## src/rtl/int_div_32.sv

```systemverilog
// Multi-cycle radix-2 restoring divider for RISC-V DIV/DIVU/REM/REMU.
// Start/valid handshake; 34-cycle latency, 1 cycle for divide-by-zero and signed overflow.
module int_div_32 #(
    parameter int DATA_W = 32
) (
    input  logic              CLK,
    input  logic              RST_N,
    input  logic              start_num_is_signed,
    input  logic              start_den_is_signed,
    input  logic [DATA_W-1:0] start_num,
    input  logic [DATA_W-1:0] start_den,
    input  logic              EN_start,
    output logic              RDY_start,
    output logic              result_valid,
    output logic [DATA_W-1:0] result_quo,
    output logic [DATA_W-1:0] result_rem,
    output logic              RDY_result_rem
);

    typedef enum logic [1:0] {IDLE, CALC, FIX, DONE} state_t;

    state_t            state, state_nxt;
    logic [4:0]        cnt;
    logic [DATA_W:0]   rem_r;
    logic [DATA_W-1:0] quo_r;
    logic [DATA_W-1:0] den_r;
    logic              neg_q, neg_r;

    logic              accept;
    logic              num_neg, den_neg;
    logic [DATA_W-1:0] num_abs, den_abs;
    logic              div0, ovf, special;
    logic [DATA_W:0]   trial;

    assign RDY_start = (state == IDLE) || (state == DONE);
    assign accept    = EN_start && RDY_start;

    assign num_neg = start_num_is_signed && start_num[DATA_W-1];
    assign den_neg = start_den_is_signed && start_den[DATA_W-1];
    assign num_abs = num_neg ? -start_num : start_num;
    assign den_abs = den_neg ? -start_den : start_den;
    assign div0    = (start_den == '0);
    assign ovf     = start_num_is_signed && start_den_is_signed &&
                     (start_num == {1'b1, {(DATA_W-1){1'b0}}}) && (start_den == '1);
    assign special = div0 || ovf;

    // Shifted partial remainder minus divisor; bit DATA_W set means it went negative.
    assign trial = {rem_r[DATA_W-1:0], quo_r[DATA_W-1]} - {1'b0, den_r};

    always_comb begin
        state_nxt = state;
        case (state)
            IDLE, DONE: begin
                if (accept)
                    state_nxt = special ? DONE : CALC;
                else
                    state_nxt = IDLE;
            end
            CALC:    if (cnt == 5'd31) state_nxt = FIX;
            FIX:     state_nxt = DONE;
            default: state_nxt = IDLE;
        endcase
    end

    always_ff @(posedge CLK) begin
        if (!RST_N) begin
            state          <= IDLE;
            cnt            <= '0;
            rem_r          <= '0;
            quo_r          <= '0;
            den_r          <= '0;
            neg_q          <= 1'b0;
            neg_r          <= 1'b0;
            result_valid   <= 1'b0;
            result_quo     <= '0;
            result_rem     <= '0;
            RDY_result_rem <= 1'b0;
        end else begin
            state        <= state_nxt;
            result_valid <= (state_nxt == DONE);
            case (state)
                IDLE, DONE: begin
                    if (accept) begin
                        cnt            <= '0;
                        rem_r          <= '0;
                        quo_r          <= num_abs;
                        den_r          <= den_abs;
                        neg_q          <= num_neg ^ den_neg;
                        neg_r          <= num_neg;
                        RDY_result_rem <= 1'b0;
                        if (div0) begin
                            result_quo     <= '1;
                            result_rem     <= start_num;
                            RDY_result_rem <= 1'b1;
                        end else if (ovf) begin
                            result_quo     <= {1'b1, {(DATA_W-1){1'b0}}};
                            result_rem     <= '0;
                            RDY_result_rem <= 1'b1;
                        end
                    end
                end
                CALC: begin
                    cnt <= cnt + 5'd1;
                    if (!trial[DATA_W]) begin
                        rem_r <= trial;
                        quo_r <= {quo_r[DATA_W-2:0], 1'b1};
                    end else begin
                        rem_r <= {rem_r[DATA_W-1:0], quo_r[DATA_W-1]};
                        quo_r <= {quo_r[DATA_W-2:0], 1'b0};
                    end
                end
                FIX: begin
                    result_quo     <= neg_q ? -quo_r : quo_r;
                    result_rem     <= neg_r ? -rem_r[DATA_W-1:0] : rem_r[DATA_W-1:0];
                    RDY_result_rem <= 1'b1;
                end
                default: ;
            endcase
        end
    end

endmodule

```

## config.mk

```make
export PLATFORM = sky130hd
export DESIGN_NAME = int_div_32
export DESIGN_NICKNAME = d
export VERILOG_FILES = /design/src/rtl/int_div_32.sv
export SDC_FILE = /design/constraint.sdc
export NUM_CORES = 1
export LEC_CHECK = 0
export ABC_AREA = 1
export CORE_ASPECT_RATIO = 1.1
export CORE_MARGIN = 10
export CORE_UTILIZATION = 32
export DETAILED_ROUTE_END_ITERATION = 12
export GPL_ROUTABILITY_DRIVEN = 1
export PLACE_DENSITY = 0.48
export SLEW_MARGIN = 20
export SYNTH_ARGS = -nofsm -noshare
export SYNTH_HDL_FRONTEND = slang
export SYNTH_SLANG_ARGS = --single-unit
export TNS_END_PERCENT = 5
```

## constraint.sdc

```tcl
create_clock -name CLK -period 2.25 [get_ports CLK]
set_input_delay 0.45 -clock CLK [delete_from_list [all_inputs] [get_ports CLK]]
set_output_delay 0.45 -clock CLK [all_outputs]
set_load 0.005 [all_outputs]
```

==> flow_metrics.py, run 1 <==
metrics = {
    "run_status": {
        "outcome": "complete, but fails checks",
        "violations": "setup timing",
    },
    "timing": {
        "post-route-period-util": 1.02,
        "setup_viol": 24,
        "max_freq_ghz": 0.435,
        "hold_viol_final": 0,
        "worst_slack_ns": -0.0505,
        "fin_crit_ns": 2.30,
        "finalMaxSlewViolations": 0,
        "hold_ws_ns": 0.395,
        "rsz0062_at_grt": "yes",
        "tns_ns": -0.443,
        "finalClockSkew_ns": 0.00825,
        "worstMarginPinSlew_ns": 0.540,
        "max_slew_margin": 0.640,
    },
    "clock_network": {
        "cts.clk_slew.worst_paths_ns": 0.07,
        "cts_root_buffer": "clkbuf_16",
        "clock-sinks": 171,
        "tritoncts": "done",
        "cts_htree_levels": 4,
        "cts_buffer_depth": 2,
        "worstSkewPairLatency_ns": 0.47,
        "postCtsHoldBufs": 0,
        "cts_made_buffers": 17,
    },
    "drt": {
        "wire_per_inst_um": 16.5,
        "vias": 16200,
        "vias_per_cell": 4.81,
        "postRouteAntennaNets": 0,
        "finalWirelength_mm": 55.7,
        "drtPass1Iterations": 5,
        "drtIter0Drc": 911,
        "drcViolationCount": 0,
    },
    "power": {
        "p_leak_nw": 9.41,
        "p_sw_frac": 0.321,
        "p_int_mw": 5.81,
        "peakVddDrop_uv": 587,
        "p_switching_mw": 2.75,
        "p_clk_frac": 0.363,
        "seq_power_share": 0.376,
        "power_density_nw_per_um2": 442,
        "power.total_mw": 8.56,
        "combPwrFrac": 0.261,
    },
    "final_layout": {
        "instances_no_fill": 3368,
        "area_delta_synth_final_pct": 42.8,
        "nNetsFinal": 2898,
        "drive_gt1_frac": 0.188,
        "fill_cells": 4617,
    },
    "synth": {
        "synth_area_leader_cell": "dfxtp_1",
        "syn_area_per_cell_um2": 5.71,
        "netlist_instances": 2373,
        "ys_warn_count": 0,
        "async_flop_share": 0,
        "seq_area_frac_synth": 0.253,
        "ys_ff_latch": 171,
        "syn-num-nets": 2484,
        "syn_area_um2": 13600,
        "ys.flop_type": "dfxtp_1",
        "synth_edf_count": 0,
        "synthTopCellsByArea": "dfxtp_1 25%, nand2_1 18%, nor2_1 9.2%",
        "synth.distinct_cells": 39,
        "netlist.area_leader.share": 0.253,
    },
    "global_routing": {
        "grt_max_degree": 56,
        "grt_overflow": 0,
        "grt_pass1_vias": 15900,
        "grtUsageTotal": 0.211,
        "antenna_found_initial": 1,
        "grt_pass1_wl_mm": 85.5,
    },
    "floorplanning": {
        "fp-row-count": 79,
        "die_w_um": 216,
        "boundaryPins": 136,
        "die_area_um2": 51000,
        "die-height_um": 236,
        "coreArea_um2": 42100,
        "initial_core_util": 0.322,
    },
    "worst_setup_path": {
        "worstPathArrival_ns": 2.70,
        "worst-path-max-fanout": 5,
        "reg2reg_depth": 14,
        "rr_startpoint": "rem_r[21]$_SDFFE_PN0P_",
        "crit_start": "rem_r[21]$_SDFFE_PN0P_",
        "cp-start-kind": "register",
        "path_class": "reg2reg",
        "cp-end-kind": "register",
        "worstPathRequired_ns": 2.65,
    },
    "place": {
        "port_buffers": 135,
        "dp_cells": 3311,
        "hpwl_mm": 44.8,
        "gp_congestion": 0.950,
        "place_ws_ns": -0.651,
    },
    "run": {
        "drv_cap": 0,
    },
    "hold_path": {
        "min_path_type": "in2reg",
        "min_from": "start_den[0]",
        "hold_depth": 4,
    },
}
==> area by class of cell <==
type | instances | area (µm²) | area share
Antenna cell | 1 | 2.50 | 0.000129
Timing Repair Buffer | 484 | 4340 | 0.224
Tap cell | 567 | 709 | 0.0367
Multi-Input combinational cell | 1784 | 9020 | 0.466
Inverter | 329 | 1240 | 0.0643
Clock buffer | 20 | 437 | 0.0226
Clock inverter | 12 | 163 | 0.00840
Sequential cell | 171 | 3430 | 0.177
==> power groups by stage <==
stage | clock network (mW) | registers (mW) | logic [mW]
floorplan | 0 | 3.25 | 1.11
global placement | 0 | 3.28 | 2.13
detailed placement | 0 | 3.28 | 2.14
CTS | 3.18 | 3.22 | 2.18
global route | 3.28 | 3.23 | 2.47
finish | 3.11 | 3.22 | 2.23
==> kinds of logic (layout without fill, tap and decap cells) <==
logic type,Yosys count,count (layout),synth area share
AO/OA/AOI/OAI,387,387,0.157
AND/OR/NAND/NOR,1322,1326,0.410
XOR/XNOR,29,29,0.0187
other,0,1,0
flip-flops,171,171,0.253
buffers and inverters,422,845,0.122
adder cells (fa/ha/maj),42,42,0.0393
==> sequential cells by signal, indices dropped and copies added (netlist names) <==
name,count
quo_r,32
RDY_result_rem,1
den_r,32
rem_r,32
cnt,5
neg_q,1
state,2
result_valid,1
result_quo,32
neg_r,1
result_rem,32
==> worst max-delay path, cell delays in order (launching register included) <==
cell	delay, ns
dfxtp_1	0.43
ha_1	0.29
nand2_2	0.12
inv_2	0.03
nand2_1	0.06
nand2_1	0.09
inv_1	0.06
nand2_1	0.10
a21oi_4	0.28
nand3_4	0.13
buf_12	0.16
buf_4	0.14
nand3_1	0.10
nand3_2	0.10
a21oi_2	0.12
==> cell usage after synthesis, types with 2 or more instances <==
master and count:
nand2_1 660, nor2_1 332, inv_1 321, nand3_1 213
dfxtp_1 171, a21oi_1 159, o21ai_0 151, clkbuf_1 60
ha_1 41, nor3_1 35, a22oi_1 26, nand4_1 21
nand3b_1 18, xor2_1 16, o211ai_1 13, xnor2_1 13
buf_2 12, buf_1 10, nand2_2 9, inv_2 8
o31ai_1 8, nand3_2 7, o21bai_1 7, o221ai_1 7
a31oi_1 6, buf_4 6, nor2_2 6, nor4_1 6
or2_2 6, buf_6 5, o21ai_1 5, and2_1 4
nand2_4 3, a21o_1 2, a21oi_2 2
==> metrics by stage <==
| step | util | cell area [µm²] |
|---|---|---|
| after CTS | 0.445 | 18800 |
| after global placement | 0.424 | 17800 |
| after global routing | 0.460 | 19400 |
| final | 0.460 | 19400 |
| after detailed placement | 0.424 | 17800 |
| after floorplan | - | 13600 |
==> per-layer routing <==
metal	routed length, µm	vias to the layer above	share of wire	GRT usage
li1	-	8427	-	-
met5	0	-	0	0
met1	23300	7410	0.42	0.238
met4	2170	0	0.039	0.0884
met2	28600	272	0.51	0.391
met3	1580	85	0.028	0.0227
==> placed cells by master, fill, tap and decap left out, types with 11 or more instances in the layout <==
master,n
nand4_1,21
nor2_2,19
o21ai_1,11
nand3_1,206
o211ai_1,13
nand2_2,22
buf_4,316
a21oi_2,14
dlymetal6s2s_1,11
inv_2,18
a21oi_1,147
xor2_1,16
dfxtp_1,164
inv_1,309
clkdlybuf4s50_1,123
nor2_1,313
nand3b_1,18
buf_12,15
ha_1,30
a22oi_1,26
clkbuf_16,22
nor3_1,28
xnor2_1,12
nand2_1,642
o21ai_0,143
==> repair_timing <==
| action | in CTS | in global routing |
|---|---|---|
| cloned | 4 | 8 |
| pin swaps | 12 | 22 |
| gates resized for setup | 52 | 110 |
| setup endpoints to repair | 96 | 111 |
| hold endpoints to repair | 0 | 0 |
| buffers inserted | 6 | 6 |
==> final timing paths <==
kind                                 to  slack (ns)
setup / recovery  rem_r[0]$_SDFFE_PN0P_       -0.05
hold / removal    den_r[0]$_SDFFE_PN0P_        0.39
setup reg to reg  rem_r[0]$_SDFFE_PN0P_       -0.05
hold reg to reg     cnt[4]$_SDFFE_PN0P_        0.48
No activity file was read; power rests on OpenSTA's default activity.
==> run 2, diff against run 1 <==
--- a/config.mk
+++ b/config.mk
@@ -8,10 +8,10 @@
 export ABC_AREA = 1
 export CORE_ASPECT_RATIO = 1.1
 export CORE_MARGIN = 10
-export CORE_UTILIZATION = 32
+export CORE_UTILIZATION = 58
 export DETAILED_ROUTE_END_ITERATION = 12
 export GPL_ROUTABILITY_DRIVEN = 1
-export PLACE_DENSITY = 0.48
+export PLACE_DENSITY = 0.77
 export SLEW_MARGIN = 20
 export SYNTH_ARGS = -nofsm -noshare
 export SYNTH_HDL_FRONTEND = slang
==> constraint.sdc (replaced) <==
create_clock -name CLK -period 2.7 [get_ports CLK]
set_input_delay 0.54 -clock CLK [delete_from_list [all_inputs] [get_ports CLK]]
set_output_delay 0.54 -clock CLK [all_outputs]
set_load 0.005 [all_outputs]
==> flow_metrics.py, run 2 (synthesis results as in run 1) <==
metrics = {
    "run_status": {
        "outcome": "finished clean",
    },
    "worst_setup_path": {
        "crit_cells": 17,
        "cpLargestDelayFamily": "simple AND/OR/NAND/NOR gates",
        "cp-start-kind": "register",
        "crit_slowest_cell": "fa_1",
        "critical-path-max-stage-delay_ns": 0.40,
        "crit_end": "rem_r[28]$_SDFFE_PN0P_",
        "rrSetupSlack_ns": 0.11,
        "crit_start": "quo_r[31]$_SDFFE_PN0P_",
        "path_class": "reg2reg",
        "reg2reg_depth": 17,
        "rr_startpoint": "quo_r[31]$_SDFFE_PN0P_",
        "r2r-end": "rem_r[28]$_SDFFE_PN0P_",
        "crit_buf_inv": 3,
        "worst-path-max-fanout": 13,
        "worstPathArrival_ns": 2.95,
        "crit_top_cell": "nand2_2",
        "cp-end-kind": "register",
        "worstPathRequired_ns": 3.06,
        "path_cells": "inv_1, ha_2, fa_1, inv_1, nand2_1, nand2_1, nand3_1, nand2_2, nand2_2, nand2_2, nand2_2, nand2_2, nand2_2, buf_4, nand3_1, nand3_1, a21oi_1",
    },
    "global_routing": {
        "grt_pass1_vias": 15000,
        "grt_max_degree": 69,
        "grt_overflow": 0,
        "grt_pass1_wl_mm": 74.0,
        "antenna_found_initial": 0,
        "grtUsageTotal": 0.293,
    },
    "clock_network": {
        "cts_htree_levels": 4,
        "cts_buffer_depth": 2,
        "cts_setup_buffers": 0,
        "clock-sinks": 171,
        "tritoncts": "done",
        "cts_root_buffer": "clkbuf_16",
        "cts.clk_slew.worst_paths_ns": 0.07,
        "postCtsHoldBufs": 0,
        "cts_made_buffers": 17,
        "worstSkewPairLatency_ns": 0.44,
    },
    "timing": {
        "post-route-period-util": 0.960,
        "setup_viol": 0,
        "hold_ws_ns": 0.472,
        "fin_crit_ns": 2.59,
        "max_freq_ghz": 0.386,
        "finalMaxSlewViolations": 0,
        "max_slew_margin": 0.637,
        "hold_viol_final": 0,
        "worstMarginPinSlew_ns": 0.544,
        "worst_slack_ns": 0.107,
        "finalClockSkew_ns": 0.0162,
        "rsz0062_at_grt": "no",
    },
    "place": {
        "gp_congestion": 1.03,
        "hpwl_mm": 36.6,
        "port_buffers": 135,
        "place_ws_ns": -0.208,
    },
    "drt": {
        "drcViolationCount": 0,
        "vias_per_cell": 5.53,
        "finalWirelength_mm": 45.8,
        "drtIter0Drc": 1357,
        "wire_per_inst_um": 15.9,
        "postRouteAntennaNets": 0,
        "drtPass1Iterations": 6,
        "vias": 15900,
    },
    "final_layout": {
        "nNetsFinal": 2672,
        "area_delta_synth_final_pct": 21.7,
        "antenna_cells": 0,
        "final_common_cell": "nand2_1",
        "drive_gt1_frac": 0.0812,
        "final_cell_mix": "660 x nand2_1, 329 x nor2_1, 320 x inv_1",
    },
    "power": {
        "power_density_nw_per_um2": 400,
        "power.total_mw": 6.59,
        "peakVddDrop_uv": 384,
        "p_leak_nw": 8.02,
    },
    "floorplanning": {
        "fp-row-count": 58,
        "die_area_um2": 29900,
        "boundaryPins": 136,
        "die_w_um": 166,
        "die-height_um": 180,
        "coreArea_um2": 22900,
        "initial_core_util": 0.591,
    },
    "hold_path": {
        "min_path_type": "reg2reg",
    },
    "run": {
        "drv_cap": 0,
    },
}
[run 2: worst reg2reg max path, stage by stage (launching register included)]
cell     delay (ns)
dfxtp_1        0.35
inv_1          0.13
ha_2           0.26
fa_1           0.40
inv_1          0.09
nand2_1        0.05
nand2_1        0.07
nand3_1        0.10
nand2_2        0.11
nand2_2        0.06
nand2_2        0.08
nand2_2        0.08
nand2_2        0.11
nand2_2        0.08
buf_4          0.19
nand3_1        0.10
nand3_1        0.09
a21oi_1        0.17
[run 2: per-layer routing]
layer	wire [µm]	track usage	up-vias	part of all wire
met2	22800	0.524	609	0.50
li1	-	-	7966	-
met1	17800	0.321	7154	0.39
met5	0	0	-	0
met3	2680	0.0436	152	0.058
met4	2620	0.169	0	0.057
[run 2: timing repair]
| action | 4_1_cts | 5_1_grt |
|---|---|---|
| setup endpoints to repair | 0 | 23 |
| gates resized for setup | 0 | 5 |
| hold endpoints to repair | 0 | 0 |
[run 2: area by class of cell]
| class | instances | area, µm² |
|---|---|---|
| clock buffer | 18 | 439 |
| tap | 300 | 375 |
| inverter | 329 | 1230 |
| sequential | 171 | 3420 |
| timing repair buffer | 262 | 2390 |
| multi-input combinational | 1780 | 8500 |
| clock inverter | 14 | 133 |
| fill | 2106 | 6440 |
[run 2: worst min-delay path by stage]
stage | start | end | slack [ns] | cells after the start
floorplan | den_r[31]$_SDFFE_PN0P_ | den_r[31]$_SDFFE_PN0P_ | 0.45 | 2
detailed placement | cnt[4]$_SDFFE_PN0P_ | cnt[4]$_SDFFE_PN0P_ | 0.46 | 2
finish | cnt[4]$_SDFFE_PN0P_ | cnt[4]$_SDFFE_PN0P_ | 0.47 | 2
CTS | cnt[4]$_SDFFE_PN0P_ | cnt[4]$_SDFFE_PN0P_ | 0.47 | 2
global route | cnt[4]$_SDFFE_PN0P_ | cnt[4]$_SDFFE_PN0P_ | 0.50 | 2
global placement | cnt[4]$_SDFFE_PN0P_ | cnt[4]$_SDFFE_PN0P_ | 0.46 | 2
[run 2: stage by stage]
step	instances	utilization	area [µm²]	TNS (ns)
final	2874	0.719	16500	0
after global routing	2874	0.719	16500	0
after CTS	2874	0.719	16500	0
after detailed placement	2842	0.694	15900	-8.78
after global placement	2842	0.694	15900	-4.24
after floorplan	2373	-	13600	0
[run 2: power by group]
part	switching, mW	internal [mW]
clock network	1.17	1.24
logic	0.957	0.533
registers	0.0840	2.60
total	2.21	4.38
==> run 3, diff against run 2 <==
==> constraint.sdc (replaced) <==
create_clock -name CLK -period 3.3 [get_ports CLK]
set_input_delay 0.66 -clock CLK [delete_from_list [all_inputs] [get_ports CLK]]
set_output_delay 0.66 -clock CLK [all_outputs]
set_load 0.005 [all_outputs]
==> flow_metrics.py, run 3 (synthesis results as in run 1) <==
metrics = {
    "global_routing": {
        "grt_pass1_vias": 14600,
        "grt_pass1_wl_mm": 73.6,
        "grtUsageTotal": 0.293,
        "grt_overflow": 0,
        "antenna_found_initial": 0,
        "grt_max_degree": 95,
    },
    "final_layout": {
        "final_cell_mix": "660 x nand2_1, 329 x nor2_1, 320 x inv_1",
        "drive_gt1_frac": 0.0459,
        "area_delta_synth_final_pct": 16.1,
        "instances_no_fill": 2782,
        "final_common_cell": "nand2_1",
        "antenna_cells": 0,
        "post-route-util": 0.686,
        "nNetsFinal": 2580,
    },
    "clock_network": {
        "cts_setup_buffers": 0,
        "cts_htree_levels": 4,
        "tritoncts": "done",
        "cts_buffer_depth": 2,
        "cts.clk_slew.worst_paths_ns": 0.07,
        "postCtsHoldBufs": 0,
        "cts_root_buffer": "clkbuf_16",
        "clock-sinks": 171,
        "cts_resized": 0,
        "worstSkewPairLatency_ns": 0.44,
        "cts_made_buffers": 17,
    },
    "worst_setup_path": {
        "path_cells": "inv_1, ha_1, fa_1, inv_1, nand2_1, nand2_1, nand3_1, nand2_2, nand2_2, nand2_2, nand2_2, nand3_2, nand3_1, nand2_1, nand2_1, a21oi_1",
        "worstPathRequired_ns": 3.66,
        "worst-path-max-fanout": 19,
        "crit_buf_inv": 2,
        "cp-start-kind": "register",
        "critical-path-max-stage-delay_ns": 0.42,
        "cp-end-kind": "register",
        "cpLargestDelayFamily": "simple AND/OR/NAND/NOR gates",
        "crit_slowest_cell": "fa_1",
        "worstPathArrival_ns": 3.30,
        "path_class": "reg2reg",
    },
    "timing": {
        "tns_ns": 0,
        "hold_viol_final": 0,
        "worst_slack_ns": 0.358,
        "post-route-period-util": 0.892,
        "setup_viol": 0,
        "rsz0062_at_grt": "no",
        "hold_ws_ns": 0.483,
        "max_slew_margin": 0.366,
        "finalClockSkew_ns": 0.0122,
        "fin_crit_ns": 2.94,
        "worstMarginPinSlew_ns": 0.951,
        "max_freq_ghz": 0.340,
        "finalMaxSlewViolations": 0,
    },
    "place": {
        "gp_congestion": 0.974,
        "place_ws_ns": 0.0873,
        "hpwl_mm": 36.6,
        "port_buffers": 135,
        "dp_cells": 2750,
    },
    "drt": {
        "finalWirelength_mm": 46.4,
        "vias_per_cell": 5.62,
        "drcViolationCount": 0,
        "drtIter0Drc": 1372,
        "vias": 15600,
        "wire_per_inst_um": 16.7,
        "postRouteAntennaNets": 0,
        "drtPass1Iterations": 5,
    },
    "floorplanning": {
        "coreArea_um2": 22900,
        "fp-row-count": 58,
        "boundaryPins": 136,
        "die_area_um2": 29900,
        "die_w_um": 166,
        "initial_core_util": 0.591,
        "die-height_um": 180,
    },
    "run_status": {
        "outcome": "finished clean",
    },
    "hold_path": {
        "min_path_type": "reg2reg",
    },
    "run": {
        "drv_cap": 0,
    },
    "power": {
        "peakVddDrop_uv": 337,
        "p_leak_nw": 7.57,
        "power_density_nw_per_um2": 346,
    },
}
## run 3: cell count changes in the layout (fill, tap and decap cells not counted), sizes merged
cell / before / now
inv: 336 / 333
buf: 128 / 36
clkinv: 4 / 5
bufinv: 0 / 2
clkinvlp: 3 / 2
clkbuf: 18 / 19
## run 3: report_power, final
part	switching (mW)	internal, mW	total (mW)
Combinational	0.781	0.384	1.17
Sequential	0.0666	2.13	2.20
Clock	0.939	1.14	2.08
## run 3: path summary, 6_finish.rpt
path,startpoint,endpoint,slack [ns],cells past startpoint
worst max register to register,quo_r[31]$_SDFFE_PN0P_,rem_r[31]$_SDFFE_PN0P_,0.36,16
worst min-delay path,result_rem[9]$_SDFFE_PN0P_,result_rem[9]$_SDFFE_PN0P_,0.48,2
worst max-delay path,quo_r[31]$_SDFFE_PN0P_,rem_r[31]$_SDFFE_PN0P_,0.36,16
worst min register to register,result_rem[9]$_SDFFE_PN0P_,result_rem[9]$_SDFFE_PN0P_,0.48,2
## run 3: layout make-up
cell class / instances / area [µm²]
Clock buffer: 19 / 433
Tap cell: 300 / 375
Multi-Input combinational cell: 1780 / 8490
Clock inverter: 13 / 160
Timing Repair Buffer: 170 / 1620
Inverter: 329 / 1230
Sequential cell: 171 / 3420
Fill cell: 2164 / 7200
## run 3: worst reg2reg max path: stages, from the launching register on
cell	delay [ns]
dfxtp_1	0.40
inv_1	0.15
ha_1	0.29
fa_1	0.42
inv_1	0.09
nand2_1	0.05
nand2_1	0.08
nand3_1	0.09
nand2_2	0.13
nand2_2	0.07
nand2_2	0.08
nand2_2	0.08
nand3_2	0.30
nand3_1	0.33
nand2_1	0.13
nand2_1	0.05
a21oi_1	0.12
## run 3: stage by stage
step / cell area (µm²) / total power [mW]
floorplan: 13600 / 2.97
global placement: 15100 / 3.36
detailed placement: 15100 / 3.38
CTS: 15700 / 5.42
global route: 15700 / 5.65
finish: 15700 / 5.44
## run 3: layer usage
metal	GRT usage	vias to the layer above	wire length [µm]
met3	0.0408	139	2910
met5	0	-	0
met2	0.522	673	22900
met4	0.172	0	2780
met1	0.326	7022	17800
li1	-	7795	-
